==> config.mk <==
export PLATFORM = sky130hd
export DESIGN_NAME = mw_stage_reg
export DESIGN_NICKNAME = d
export VERILOG_FILES = /design/src/rtl/mw_stage_reg.sv
export SDC_FILE = /design/constraint.sdc
export NUM_CORES = 1
export LEC_CHECK = 0
export ABC_AREA = 0
export BUFFER_PORTS_ARGS = -buffer_cell sky130_fd_sc_hd__buf_2
export CORE_MARGIN = 10
export CORE_UTILIZATION = 46
export DETAILED_ROUTE_END_ITERATION = 10
export MAX_ROUTING_LAYER = met4
export PLACE_DENSITY = 0.8
export SYNTH_ARGS = -nofsm -noshare
export SYNTH_HDL_FRONTEND = slang
export SYNTH_SLANG_ARGS = --single-unit
==> constraint.sdc <==
create_clock -name clk -period 1.38 [get_ports clk]
set_input_delay 0.207 -clock clk [delete_from_list [all_inputs] [get_ports clk]]
set_output_delay 0.207 -clock clk [all_outputs]
set_load 0.01 [all_outputs]
==> src/rtl/mw_stage_reg.sv <==
// Execute-to-memory/writeback stage register with valid/ready, flush
// and stall counter. Define MW_SKID_EN for the 2-entry skid variant.
module mw_stage_reg #(
  parameter int XLEN  = 32,
  parameter int RA_W  = 5,
  parameter int CNT_W = 8
) (
  input  logic             clk,
  input  logic             rst,
  input  logic             flush,
  input  logic             in_valid,
  output logic             in_ready,
  input  logic [RA_W-1:0]  waddr,
  input  logic [XLEN-1:0]  AddrF,
  input  logic [XLEN-1:0]  ALUResult,
  input  logic [XLEN-1:0]  SrcBE,
  output logic             out_valid,
  input  logic             out_ready,
  output logic [RA_W-1:0]  waddr_MW,
  output logic [XLEN-1:0]  Addr_MW,
  output logic [XLEN-1:0]  ALUResult_MW,
  output logic [XLEN-1:0]  rdata2_MW,
  output logic [CNT_W-1:0] stall_cnt
);

  localparam int DW = RA_W + 3 * XLEN;

  localparam logic [1:0] S_EMPTY = 2'd0;
  localparam logic [1:0] S_ONE   = 2'd1;

  logic [1:0]       r_state;
  logic [1:0]       w_next;
  logic [DW-1:0]    r_main;
  logic [DW-1:0]    w_in;
  logic             w_acc;
  logic             w_del;
  logic             w_ld_in;
  logic [CNT_W-1:0] r_cnt;

  assign w_in      = {waddr, AddrF, ALUResult, SrcBE};
  assign out_valid = (r_state != S_EMPTY);
  assign w_acc     = in_valid && in_ready;
  assign w_del     = out_valid && out_ready;
  assign stall_cnt = r_cnt;

  assign {waddr_MW, Addr_MW, ALUResult_MW, rdata2_MW} = r_main;

`ifdef MW_SKID_EN

  localparam logic [1:0] S_TWO = 2'd2;

  logic [DW-1:0] r_skid;
  logic          r_rdy;
  logic          w_ld_skid;
  logic          w_sk2main;

  // Ready comes from a flop; reset only masks it.
  assign in_ready = rst && r_rdy;

  // Next state and load selects for main/skid slots.
  always_comb begin
    w_next    = r_state;
    w_ld_in   = 1'b0;
    w_ld_skid = 1'b0;
    w_sk2main = 1'b0;
    unique case (r_state)
      S_EMPTY: begin
        if (w_acc) begin
          w_next  = S_ONE;
          w_ld_in = 1'b1;
        end
      end
      S_ONE: begin
        if (w_acc && w_del) begin
          w_ld_in = 1'b1;
        end else if (w_acc) begin
          w_next    = S_TWO;
          w_ld_skid = 1'b1;
        end else if (w_del) begin
          w_next = S_EMPTY;
        end
      end
      S_TWO: begin
        if (w_del) begin
          w_next    = S_ONE;
          w_sk2main = 1'b1;
        end
      end
      default: w_next = S_EMPTY;
    endcase
    if (flush) begin
      w_next    = S_EMPTY;
      w_ld_in   = 1'b0;
      w_ld_skid = 1'b0;
      w_sk2main = 1'b0;
    end
  end

  // State, registered ready and the two data slots.
  always_ff @(posedge clk) begin
    if (!rst) begin
      r_state <= S_EMPTY;
      r_rdy   <= 1'b1;
      r_main  <= '0;
      r_skid  <= '0;
    end else begin
      r_state <= w_next;
      r_rdy   <= (w_next != S_TWO);
      if (w_ld_in) begin
        r_main <= w_in;
      end else if (w_sk2main) begin
        r_main <= r_skid;
      end
      if (w_ld_skid) begin
        r_skid <= w_in;
      end
    end
  end

`else

  // Single slot: ready follows the downstream combinationally.
  assign in_ready = rst && (!out_valid || out_ready);

  // Next state and main-slot load select.
  always_comb begin
    w_next  = r_state;
    w_ld_in = 1'b0;
    if (w_acc) begin
      w_next  = S_ONE;
      w_ld_in = 1'b1;
    end else if (w_del) begin
      w_next = S_EMPTY;
    end
    if (flush) begin
      w_next  = S_EMPTY;
      w_ld_in = 1'b0;
    end
  end

  // State and main data slot.
  always_ff @(posedge clk) begin
    if (!rst) begin
      r_state <= S_EMPTY;
      r_main  <= '0;
    end else begin
      r_state <= w_next;
      if (w_ld_in) begin
        r_main <= w_in;
      end
    end
  end

`endif

  // Saturating count of back-pressured cycles; flush leaves it alone.
  always_ff @(posedge clk) begin
    if (!rst) begin
      r_cnt <= '0;
    end else if (out_valid && !out_ready &&
                 (r_cnt != {CNT_W{1'b1}})) begin
      r_cnt <= r_cnt + 1'b1;
    end
  end

endmodule

==> key figures, run 1 <==
Critical path
  • Crit path kind: reg -> reg
  • WP buf/inv: 1
  • CP Data Required Time: 1.63 ns
  • Category of the worst setup path launch point: flip-flop
  • Arrival @ worst endpoint: 1.63 ns
  • Largest fanout on the critical path: 5
  • Sequence of cells on the critical path: ha_4 > nand4_1 > buf_4 > o21a_1 > mux2i_1
  • Kind of end point of the critical path: flip-flop
  • Crit path max-delay cell type: sky130_fd_sc_hd__dfxtp_2
  • Max stage delay on crit path: 0.37 ns
  • CP top delay family: flip-flops

CTS
  • H-Tree Depth: 3
  • CTS tree: yes
  • Clk slew on worst S/H paths: 0.11 ns
  • Clock latency of the later-clocked register in the worst-skew pair: 0.35 ns
  • Number of buffers inserted during clock tree synthesis: 9
  • CTS Sinks: 110
  • Cell at the root of the clock tree: sky130_fd_sc_hd__clkbuf_8
  • CTS max path bufs: 2

Hold path
  • Worst hold path class: in -> reg

Pwr
  • Maximum resistive drop on vdd: just over 0.6 mV
  • PwrDens: between 1000 and 1500 nW/um^2
  • Final total power: 5.73 mW
  • Leak: 2.50 nW

Global routing
  • Initial antenna violation count: 0
  • Global-route wire length before repair: roughly 22 mm
  • Maximum number of pins on one net before global-route repair: 64
  • Via count of the first global-routing pass: 4365
  • Global routing usage summed across all routing layers: around a fifth
  • Global route overflow: 0

Layout
  • Number of nets in the finished design: 807
  • Layout-stage area growth over the synthesis result: 31.8%
  • Fraction of final layout cells with drive strength greater than 1: 36.6%
  • Fill cell count: about 840
  • Final cell utilization of the core: between 60% and 70%
  • Diode count: 0

Floorplanning
  • Standard cell core area: between 9000 and 10000 um^2
  • Width of the die: 117 um
  • Number of top-level pins: 217
  • Die Span Y: 117 um
  • Floorplan die area: 13700 um^2
  • Number of standard-cell rows in the floorplan: 35
  • Initial core utilization: 47.0%

Detailed routing
  • Post-route ant nets: 0
  • Wire length per cell: 17.3 um
  • Highest metal layer with signal wires: met4
  • Via total after detailed routing: 4600
  • Wirelength, routed: 14.4 mm
  • Detailed-route vias per instance: 5.52
  • WL met3: 1.16 mm
  • # DRC: 0
  • Post-route met1 wirelength: between 5 and 6 mm
  • Detailed-routing iteration count for the pre-antenna-repair pass: 5
  • Length of routed met2 wiring: 7.35 mm
  • Violation count after the first detailed-route iteration: 468

STA
  • Post-Route Skew: 0.0127 ns
  • Unrepaired setup endpoints after global routing: yes
  • Minimum hold slack: 0.0815 ns
  • Period utilisation layout: 99.6%
  • Post-route minimum period: 1.38 ns
  • Maximum frequency from static timing analysis: 0.727 GHz
  • Slew headroom: between 80% and 90%
  • Count of final setup violators: 0
  • Final Max Tran Viols: 0
  • Count of endpoints failing hold in the final timing report: 0
  • Worst-margin pin slew: 0.262 ns

Logic synthesis
  • Count of yosys warnings during synthesis: 0
  • Number of flops mapped to enable cells by yosys: 0
  • List of most frequent post-synthesis cells: sky130_fd_sc_hd__dfxtp_1, sky130_fd_sc_hd__a21oi_1, sky130_fd_sc_hd__nand3_1, sky130_fd_sc_hd__o21ai_0, sky130_fd_sc_hd__buf_2
  • Yosys cell types: 31
  • Most area-consuming cells after synthesis: sky130_fd_sc_hd__dfxtp_1, sky130_fd_sc_hd__a21oi_1, sky130_fd_sc_hd__nand3_1
  • Synthesized Nets: 619
  • Share of Yosys cell area claimed by the top area cell type: between 50 and 60%
  • Fraction of registers with async set or reset after synthesis: 0%
  • Post-Syn Instances: between 500 and 600
  • Number of synthesized register bits: 110
  • Mean instance size in the synthesized netlist: 8.49 um^2
  • Most used flip-flop cell after synthesis: sky130_fd_sc_hd__dfxtp_1
  • Cell type with the highest aggregate area in the netlist: sky130_fd_sc_hd__dfxtp_1
  • Cell with the most instances after synthesis: sky130_fd_sc_hd__dfxtp_1
  • Synthesized area: 4350 um^2
  • Seq/Total Area, Yosys: 50.7%

Placement
  • Port bufs: 216
  • GP Congestion: 0.776
  • DPL Wire Length: 10.3 mm

Run
  • Max-cap violations: 0

Outcome
  • Status: complete, no violations
worst register-to-register path: stages (launching register included):
cell	delay (ns)
sky130_fd_sc_hd__dfxtp_2	0.37
sky130_fd_sc_hd__ha_4	0.14
sky130_fd_sc_hd__nand4_1	0.22
sky130_fd_sc_hd__buf_4	0.22
sky130_fd_sc_hd__o21a_1	0.19
sky130_fd_sc_hd__mux2i_1	0.12
through the flow:
step | worst slack (ns) | cells | instance area [um^2] | TNS [ns]
after global placement | 0.0998 | 814 | 5490 | 0
after CTS | 0.0190 | 832 | 5680 | 0
final | 0.00486 | 834 | 5730 | 0
after detailed placement | 0.0442 | 814 | 5490 | 0
after floorplan | 0.130 | 512 | 4350 | 0
after global routing | -0.0621 | 834 | 5730 | -0.135
cells by family (layout without fill, tap and decap cells):
family          count (synthesis)  after routing  synth area share, %
mux                             2              2                0.461
fa+ha+maj                       1              1                0.288
flops                         110            110                 50.7
compound gates                213            213                 25.1
buf+inv                        59            252                 8.09
simple gates                  127            127                 15.4
layout make-up:
cell class                      count  area (um^2)  area share [%]
Clock inverter                      5         35.0           0.611
Sequential cell                   110         2210            38.5
Inverter                            2         8.76           0.153
Tap cell                          129          161            2.82
Clock buffer                       11          131            2.29
Timing Repair Buffer              234         1360            23.7
Multi-Input combinational cell    343         1830            31.9
power breakdown:
part / total (mW) / internal (mW) / leakage (nW) / switching (mW)
sequential: 3.32 / 3.27 / 0.895 / 0.0466
clock: 1.72 / 0.664 / 0.0837 / 1.06
combinational: 0.692 / 0.305 / 1.52 / 0.387
total: 5.73 / 4.24 / 2.50 / 1.49
routing by layer:
layer | vias to the layer above | GRT usage, %
met2 | 190 | 33.4
met4 | 0 | 7.25
met3 | 18 | 4.89
met5 | - | -
met1 | 2179 | 23.5
li1 | 2213 | -
cell usage in the layout, fill, tap and decap left out, types with 2 or more instances in the layout:
cell | netlist | final
sky130_fd_sc_hd__mux2i_1 | 2 | 2
sky130_fd_sc_hd__o21ai_0 | 102 | 102
sky130_fd_sc_hd__buf_2 | 21 | 216
sky130_fd_sc_hd__nand3_1 | 102 | 102
sky130_fd_sc_hd__and4b_1 | 3 | 3
sky130_fd_sc_hd__buf_12 | 0 | 11
sky130_fd_sc_hd__clkbuf_8 | 2 | 9
sky130_fd_sc_hd__buf_4 | 3 | 6
sky130_fd_sc_hd__nor3_1 | 5 | 4
sky130_fd_sc_hd__nand2_1 | 4 | 4
sky130_fd_sc_hd__clkbuf_1 | 16 | 2
sky130_fd_sc_hd__and3_1 | 2 | 2
sky130_fd_sc_hd__a21oi_1 | 106 | 106
sky130_fd_sc_hd__o2111a_1 | 2 | 2
sky130_fd_sc_hd__dfxtp_2 | 0 | 2
sky130_fd_sc_hd__clkinv_2 | 0 | 3
sky130_fd_sc_hd__nand4_1 | 2 | 2
sky130_fd_sc_hd__dfxtp_1 | 110 | 107
path summary, 6_finish.rpt:
| path | start | to | slack, ns | depth (start not counted) |
|---|---|---|---|---|
| max | stall_cnt[0]$_SDFFE_PN0P_ | stall_cnt[0]$_SDFFE_PN0P_ | 0.005 | 5 |
| min | SrcBE[29] | r_main[29]$_SDFFE_PN0P_ | 0.08 | 3 |
| max reg2reg | stall_cnt[0]$_SDFFE_PN0P_ | stall_cnt[0]$_SDFFE_PN0P_ | 0.005 | 5 |
| min reg2reg | r_main[36]$_SDFFE_PN0P_ | r_main[36]$_SDFFE_PN0P_ | 0.48 | 2 |
what timing repair did:
item,CTS,global route
pin swaps,0,1
hold buffers,1,0
endpoints found under the hold margin,1,0
setup endpoints to repair,1,5
resized for setup,1,8
setup buffers,1,2
sequential cells by signal, indices dropped and copies added (netlist names):
register   cells
r_main       101
r_state        1
stall_cnt      8
(Power assumes the default switching activity.)
==> inputs of run 2 (changes only) <==
--- a/config.mk
+++ b/config.mk
@@ -8,10 +8,10 @@
 export ABC_AREA = 0
 export BUFFER_PORTS_ARGS = -buffer_cell sky130_fd_sc_hd__buf_2
 export CORE_MARGIN = 10
-export CORE_UTILIZATION = 46
+export CORE_UTILIZATION = 49
 export DETAILED_ROUTE_END_ITERATION = 10
 export MAX_ROUTING_LAYER = met4
-export PLACE_DENSITY = 0.8
+export PLACE_DENSITY = 0.85
 export SYNTH_ARGS = -nofsm -noshare
 export SYNTH_HDL_FRONTEND = slang
 export SYNTH_SLANG_ARGS = --single-unit
==> constraint.sdc (replaced) <==
create_clock -name clk -period 1.6 [get_ports clk]
set_input_delay 0.24 -clock clk [delete_from_list [all_inputs] [get_ports clk]]
set_output_delay 0.24 -clock clk [all_outputs]
set_load 0.01 [all_outputs]
==> key figures, run 2 (synthesis gave the netlist of run 1 again) <==
Pwr
  • Maximum resistive drop on vdd: 0.488 mV
  • PwrDens: 908 nW/um^2
  • Final total power: 5.10 mW
  • Leak: between 2 and 2.5 nW

Global routing
  • Global routing usage summed across all routing layers: 20.8%
  • Global route overflow: 0
  • Initial antenna violation count: 0
  • Maximum number of pins on one net before global-route repair: 69
  • Global-route wire length before repair: 22.0 mm
  • Via count of the first global-routing pass: between 4000 and 5000

Layout
  • Most frequent standard cell in the layout excluding fill and tap cells: sky130_fd_sc_hd__buf_2
  • Most flop-heavy register: r_main
  • Number of flip-flops under the largest register name: 101
  • Diode count: 0
  • Leading cell types in the layout, fill and taps excluded: sky130_fd_sc_hd__buf_2, sky130_fd_sc_hd__dfxtp_1, sky130_fd_sc_hd__a21oi_1, sky130_fd_sc_hd__nand3_1, sky130_fd_sc_hd__o21ai_0
  • Final cell utilization of the core: 64.7%
  • Layout-stage area growth over the synthesis result: 29.3%
  • Fill cell count: roughly 780
  • Post-route standard cell area excluding fillers: roughly 5600 um^2
  • Number of nets in the finished design: 806
  • Area of combinational cells with multiple inputs: 1800 um^2
  • Fraction of final layout cells with drive strength greater than 1: ~36%
  • Area taken by flip-flops and latches: 2200 um^2

Critical path
  • Crit path kind: reg -> out
  • CP Data Required Time: about 1.4 ns
  • Sequence of cells on the critical path: and2b_4 > nor2_1 > buf_2
  • Worst R2R Start: stall_cnt[0]$_SDFFE_PN0P_
  • Worst setup slack for register-to-register paths: 0.21 ns
  • Destination of the worst register-to-register timing path: stall_cnt[4]$_SDFFE_PN0P_
  • Largest fanout on the critical path: 8
  • Category of the worst setup path launch point: flip-flop
  • Crit path max-delay cell type: sky130_fd_sc_hd__dfxtp_1
  • Kind of end point of the critical path: output pin
  • Arrival @ worst endpoint: 1.22 ns
  • Max stage delay on crit path: 0.42 ns
  • Worst reg2reg path depth: 4

STA
  • Setup total negative slack: 0 ns
  • Maximum frequency from static timing analysis: between 0.6 and 0.7 GHz
  • Unrepaired setup endpoints after global routing: no
  • Slew headroom: between 60% and 70%
  • Final Max Tran Viols: 0
  • Post-Route Skew: 0.0106 ns
  • Post-route minimum period: approximately 1.5 ns
  • Period utilisation layout: 91.2%
  • Worst-margin pin slew: 0.551 ns
  • Count of endpoints failing hold in the final timing report: 0
  • Count of final setup violators: 0

Detailed routing
  • Detailed-routing iteration count for the pre-antenna-repair pass: 5
  • Wirelength, routed: 14.0 mm
  • Via total after detailed routing: 4606
  • Post-route ant nets: 0
  • Detailed-route vias per instance: 5.68
  • Violation count after the first detailed-route iteration: 443
  • # DRC: 0
  • Wire length per cell: 17.2 um

Floorplanning
  • Die Span Y: 114 um
  • Number of top-level pins: roughly 220
  • Width of the die: approximately 110 um
  • Floorplan die area: 13000 um^2
  • Number of standard-cell rows in the floorplan: 34
  • Standard cell core area: 8680 um^2
  • Initial core utilization: 50.1%

CTS
  • # resized after CTS: 0
  • CTS Sinks: 110
  • Cell at the root of the clock tree: sky130_fd_sc_hd__clkbuf_8
  • Post-CTS setup buffers: 0
  • CTS max path bufs: 2
  • H-Tree Depth: 3
  • CTS Hold Buffers Added: 0
  • Number of buffers inserted during clock tree synthesis: 9
  • Clock latency of the later-clocked register in the worst-skew pair: 0.36 ns
  • Clk slew on worst S/H paths: 0.09 ns
  • CTS tree: yes

Placement
  • GP Congestion: 0.890
  • Cell area after placement: around 5400 um^2
  • Port bufs: 216
  • DPL Wire Length: 10.2 mm

Run
  • Max-cap violations: 0

Hold path
  • Endpoint of the worst hold path: r_state[0]$_SDFFE_PP0P_
  • Hold Path Cell Cnt: 2
  • Launch point of the worst hold path: flush
  • Worst hold path class: in -> reg

Outcome
  • Status: complete, no violations
==> run 2: cell types whose count changed in the layout (fill, tap and decap cells not counted), moves of 2 or more <==
cell,previous run,this run
sky130_fd_sc_hd__dfxtp_1,107,110
sky130_fd_sc_hd__dfxtp_2,2,0
sky130_fd_sc_hd__clkbuf_1,2,0
sky130_fd_sc_hd__buf_4,6,12
sky130_fd_sc_hd__buf_12,11,5
==> run 2: routing by layer <==
metal,wire length (um),share of wire (%),up-vias,GRT usage [%]
met3,1310,9.3,26,6.50
met4,310,2.2,0,6.52
met1,5480,39,2154,24.7
met5,0,0,-,-
met2,6890,49,216,33.0
li1,-,-,2210,-
==> run 2: through the flow <==
stage / cells / setup WS, ns / hold WS, ns
6_report: 811 / 0.141 / 0.0621
5_1_grt: 811 / 0.0386 / 0.0319
4_1_cts: 807 / 0.0219 / 0.0412
3_5_place_dp: 792 / 0.224 / 0.438
2_1_floorplan: 512 / 0.350 / 0.317
3_3_place_gp: 792 / 0.338 / 0.432
==> run 2: worst max-delay path: cells and delay by family (launching register included) <==
kind                   cells  cell delay, ns
buffers and inverters      1            0.14
DFF                        1            0.42
and+or+nand+nor            2            0.30
==> run 2: layout make-up <==
cell class | count | share of cell area (%)
Inverter | 2 | 0.156
Clock buffer | 10 | 2.45
Multi-Input combinational cell | 343 | 32.1
Timing Repair Buffer | 233 | 22.6
Tap cell | 108 | 2.41
Clock inverter | 5 | 1.05
Sequential cell | 110 | 39.2
==> run 2: how the worst max path moves through the flow <==
stage | startpoint | endpoint | slack [ns]
floorplan | stall_cnt[0]$_SDFFE_PN0P_ | stall_cnt[3]$_SDFFE_PN0P_ | 0.35
global placement | flush | r_main[96]$_SDFFE_PN0P_ | 0.34
detailed placement | stall_cnt[0]$_SDFFE_PN0P_ | stall_cnt[4]$_SDFFE_PN0P_ | 0.22
CTS | r_state[0]$_SDFFE_PP0P_ | in_ready | 0.02
global route | r_state[0]$_SDFFE_PP0P_ | in_ready | 0.04
finish | r_state[0]$_SDFFE_PP0P_ | in_ready | 0.14
==> run 2: power breakdown <==
group / internal (mW) / switching, mW / total [mW] / leakage (nW)
clock network: 0.762 / 0.909 / 1.67 / 0.0948
logic: 0.248 / 0.322 / 0.570 / 1.49
registers: 2.82 / 0.0392 / 2.86 / 0.893
==> inputs of run 3 (changes only) <==
--- a/config.mk
+++ b/config.mk
@@ -11,7 +11,7 @@
 export CORE_UTILIZATION = 49
 export DETAILED_ROUTE_END_ITERATION = 10
 export MAX_ROUTING_LAYER = met4
-export PLACE_DENSITY = 0.85
+export PLACE_DENSITY_LB_ADDON = 0.05
 export SYNTH_ARGS = -nofsm -noshare
 export SYNTH_HDL_FRONTEND = slang
 export SYNTH_SLANG_ARGS = --single-unit
==> key figures, run 3 (synthesis gave the netlist of run 1 again) <==
Outcome
  • Status: complete, no violations

STA
  • Unrepaired setup endpoints after global routing: no
  • Count of endpoints failing hold in the final timing report: 0
  • Post-route minimum period: 1.46 ns
  • Final Max Tran Viols: 0
  • Post-Route Skew: 0.00869 ns
  • Period utilisation layout: approximately 91%
  • Count of final setup violators: 0
  • Setup total negative slack: 0 ns
  • Worst path setup slack after routing: about 0.14 ns
  • Worst-margin pin slew: just under 0.5 ns
  • Slew headroom: 67.6%
  • Maximum frequency from static timing analysis: just under 0.7 GHz

CTS
  • Number of buffers inserted during clock tree synthesis: 9
  • Clk slew on worst S/H paths: 0.09 ns
  • CTS tree: yes
  • # resized after CTS: 0
  • CTS Sinks: 110
  • Clock latency of the later-clocked register in the worst-skew pair: between 0.3 and 0.4 ns
  • Cell at the root of the clock tree: sky130_fd_sc_hd__clkbuf_8
  • CTS max path bufs: 2
  • H-Tree Depth: 3

Hold path
  • Hold Path Cell Cnt: 2
  • Endpoint of the worst hold path: r_state[0]$_SDFFE_PP0P_
  • Launch point of the worst hold path: flush
  • Worst hold path class: in -> reg

Critical path
  • Worst setup slack for register-to-register paths: 0.15 ns
  • Category of the worst setup path launch point: flip-flop
  • Worst reg2reg path depth: 4
  • Largest fanout on the critical path: 5
  • Crit path kind: reg -> out
  • CP Data Required Time: 1.36 ns
  • Destination of the worst register-to-register timing path: stall_cnt[4]$_SDFFE_PN0P_
  • Sequence of cells on the critical path: and2b_4 > nor2_1 > buf_2
  • Crit path max-delay cell type: sky130_fd_sc_hd__dfxtp_1
  • Arrival @ worst endpoint: approximately 1.2 ns
  • Kind of end point of the critical path: output pin
  • Max stage delay on crit path: roughly 0.44 ns
  • Worst R2R Start: stall_cnt[0]$_SDFFE_PN0P_

Detailed routing
  • Detailed-route vias per instance: 5.56
  • Detailed-routing iteration count for the pre-antenna-repair pass: 5
  • Wire length per cell: 17.4 um
  • Post-route ant nets: 0
  • Via total after detailed routing: between 4000 and 5000
  • # DRC: 0
  • Violation count after the first detailed-route iteration: 426
  • Wirelength, routed: 14.1 mm

Layout
  • Leading cell types in the layout, fill and taps excluded: sky130_fd_sc_hd__buf_2, sky130_fd_sc_hd__dfxtp_1, sky130_fd_sc_hd__a21oi_1, sky130_fd_sc_hd__nand3_1, sky130_fd_sc_hd__o21ai_0
  • Number of nets in the finished design: 804
  • Diode count: 0
  • Most flop-heavy register: r_main
  • Final cell utilization of the core: between 60% and 70%
  • Number of flip-flops under the largest register name: 101
  • Layout-stage area growth over the synthesis result: 29.5%
  • Most frequent standard cell in the layout excluding fill and tap cells: sky130_fd_sc_hd__buf_2
  • Fraction of final layout cells with drive strength greater than 1: 35.4%
  • Post-route standard cell area excluding fillers: approximately 5600 um^2

Floorplanning
  • Standard cell core area: 8680 um^2
  • Die Span Y: approximately 110 um
  • Width of the die: 114 um
  • Initial core utilization: between 50% and 60%
  • Floorplan die area: 13000 um^2
  • Number of top-level pins: 217
  • Number of standard-cell rows in the floorplan: 34

Global routing
  • Met1 usage in global routing: 26.6%
  • Via count of the first global-routing pass: 4275
  • Global routing usage summed across all routing layers: 20.9%
  • Global-route wire length before repair: 22.0 mm
  • Met3 usage in global routing: 4.45%
  • Layer carrying the most global-route usage: met2
  • Global route overflow: 0
  • Met2 Track Usage GR: 32.5%
  • Initial antenna violation count: 0
  • Maximum number of pins on one net before global-route repair: 58

Placement
  • GP Congestion: 0.803
  • DPL Wire Length: around 9.9 mm
  • Post-Place Worst Slack: 0.177 ns
  • Cell area after placement: 5400 um^2
  • Port bufs: 216

Pwr
  • Maximum resistive drop on vdd: 0.414 mV
  • Final total power: 5.06 mW
  • PwrDens: 900 nW/um^2
  • Leak: 2.48 nW

Run
  • Max-cap violations: 0
[run 3: cell types whose count changed in the layout (fill, tap and decap cells not counted), sizes merged]
cell / change
buf: -2
clkbuf: +1
clkinv: -1
clkinvlp: -1
[run 3: per-layer routing]
layer	vias up	share of wire (%)
met5	-	0
met4	0	1.3
met3	13	7.0
met2	171	49
met1	2101	43
li1	2211	-
[run 3: timing repair]
item                                   4_1_cts  5_1_grt
endpoints found under the hold margin        0        0
buffers inserted                             0        3
setup endpoints to repair                    0        1
hold buffers                                 0        0
[run 3: layout make-up]
class	instances	area, um^2
Fill cell	817	3050
Sequential cell	110	2200
Multi-Input combinational cell	343	1800
Timing Repair Buffer	231	1290
Clock buffer	11	141
Tap cell	108	135
Clock inverter	3	46.3
Inverter	2	7.51
[run 3: worst max path at each step]
stage / from / to / cells past startpoint / slack (ns)
after floorplan: stall_cnt[0]$_SDFFE_PN0P_ / stall_cnt[3]$_SDFFE_PN0P_ / 4 / 0.35
after global placement: rst / r_main[39]$_SDFFE_PN0P_ / 5 / 0.25
after detailed placement: stall_cnt[0]$_SDFFE_PN0P_ / stall_cnt[4]$_SDFFE_PN0P_ / 4 / 0.18
after CTS: r_state[0]$_SDFFE_PP0P_ / in_ready / 3 / 0.03
after global routing: stall_cnt[0]$_SDFFE_PN0P_ / stall_cnt[4]$_SDFFE_PN0P_ / 4 / 0.03
final: r_state[0]$_SDFFE_PP0P_ / in_ready / 3 / 0.14
[run 3: metrics by stage]
stage | std cells | hold WS, ns
after floorplan | 512 | 0.317
after global placement | 791 | 0.429
after detailed placement | 791 | 0.433
after CTS | 805 | 0.0418
after global routing | 808 | 0.0543
final | 808 | 0.0658
[run 3: power breakdown]
part	internal [mW]	switching, mW	leakage [nW]
clock	0.755	0.868	0.0915
sequential	2.82	0.0392	0.893
combinational	0.253	0.328	1.49
[run 3: critical path, delay by kind of cell, from the launching register on]
kind | cells | cell delay [ns]
flip-flops | 1 | 0.44
buffers and inverters | 1 | 0.14
AND/OR/NAND/NOR | 2 | 0.29
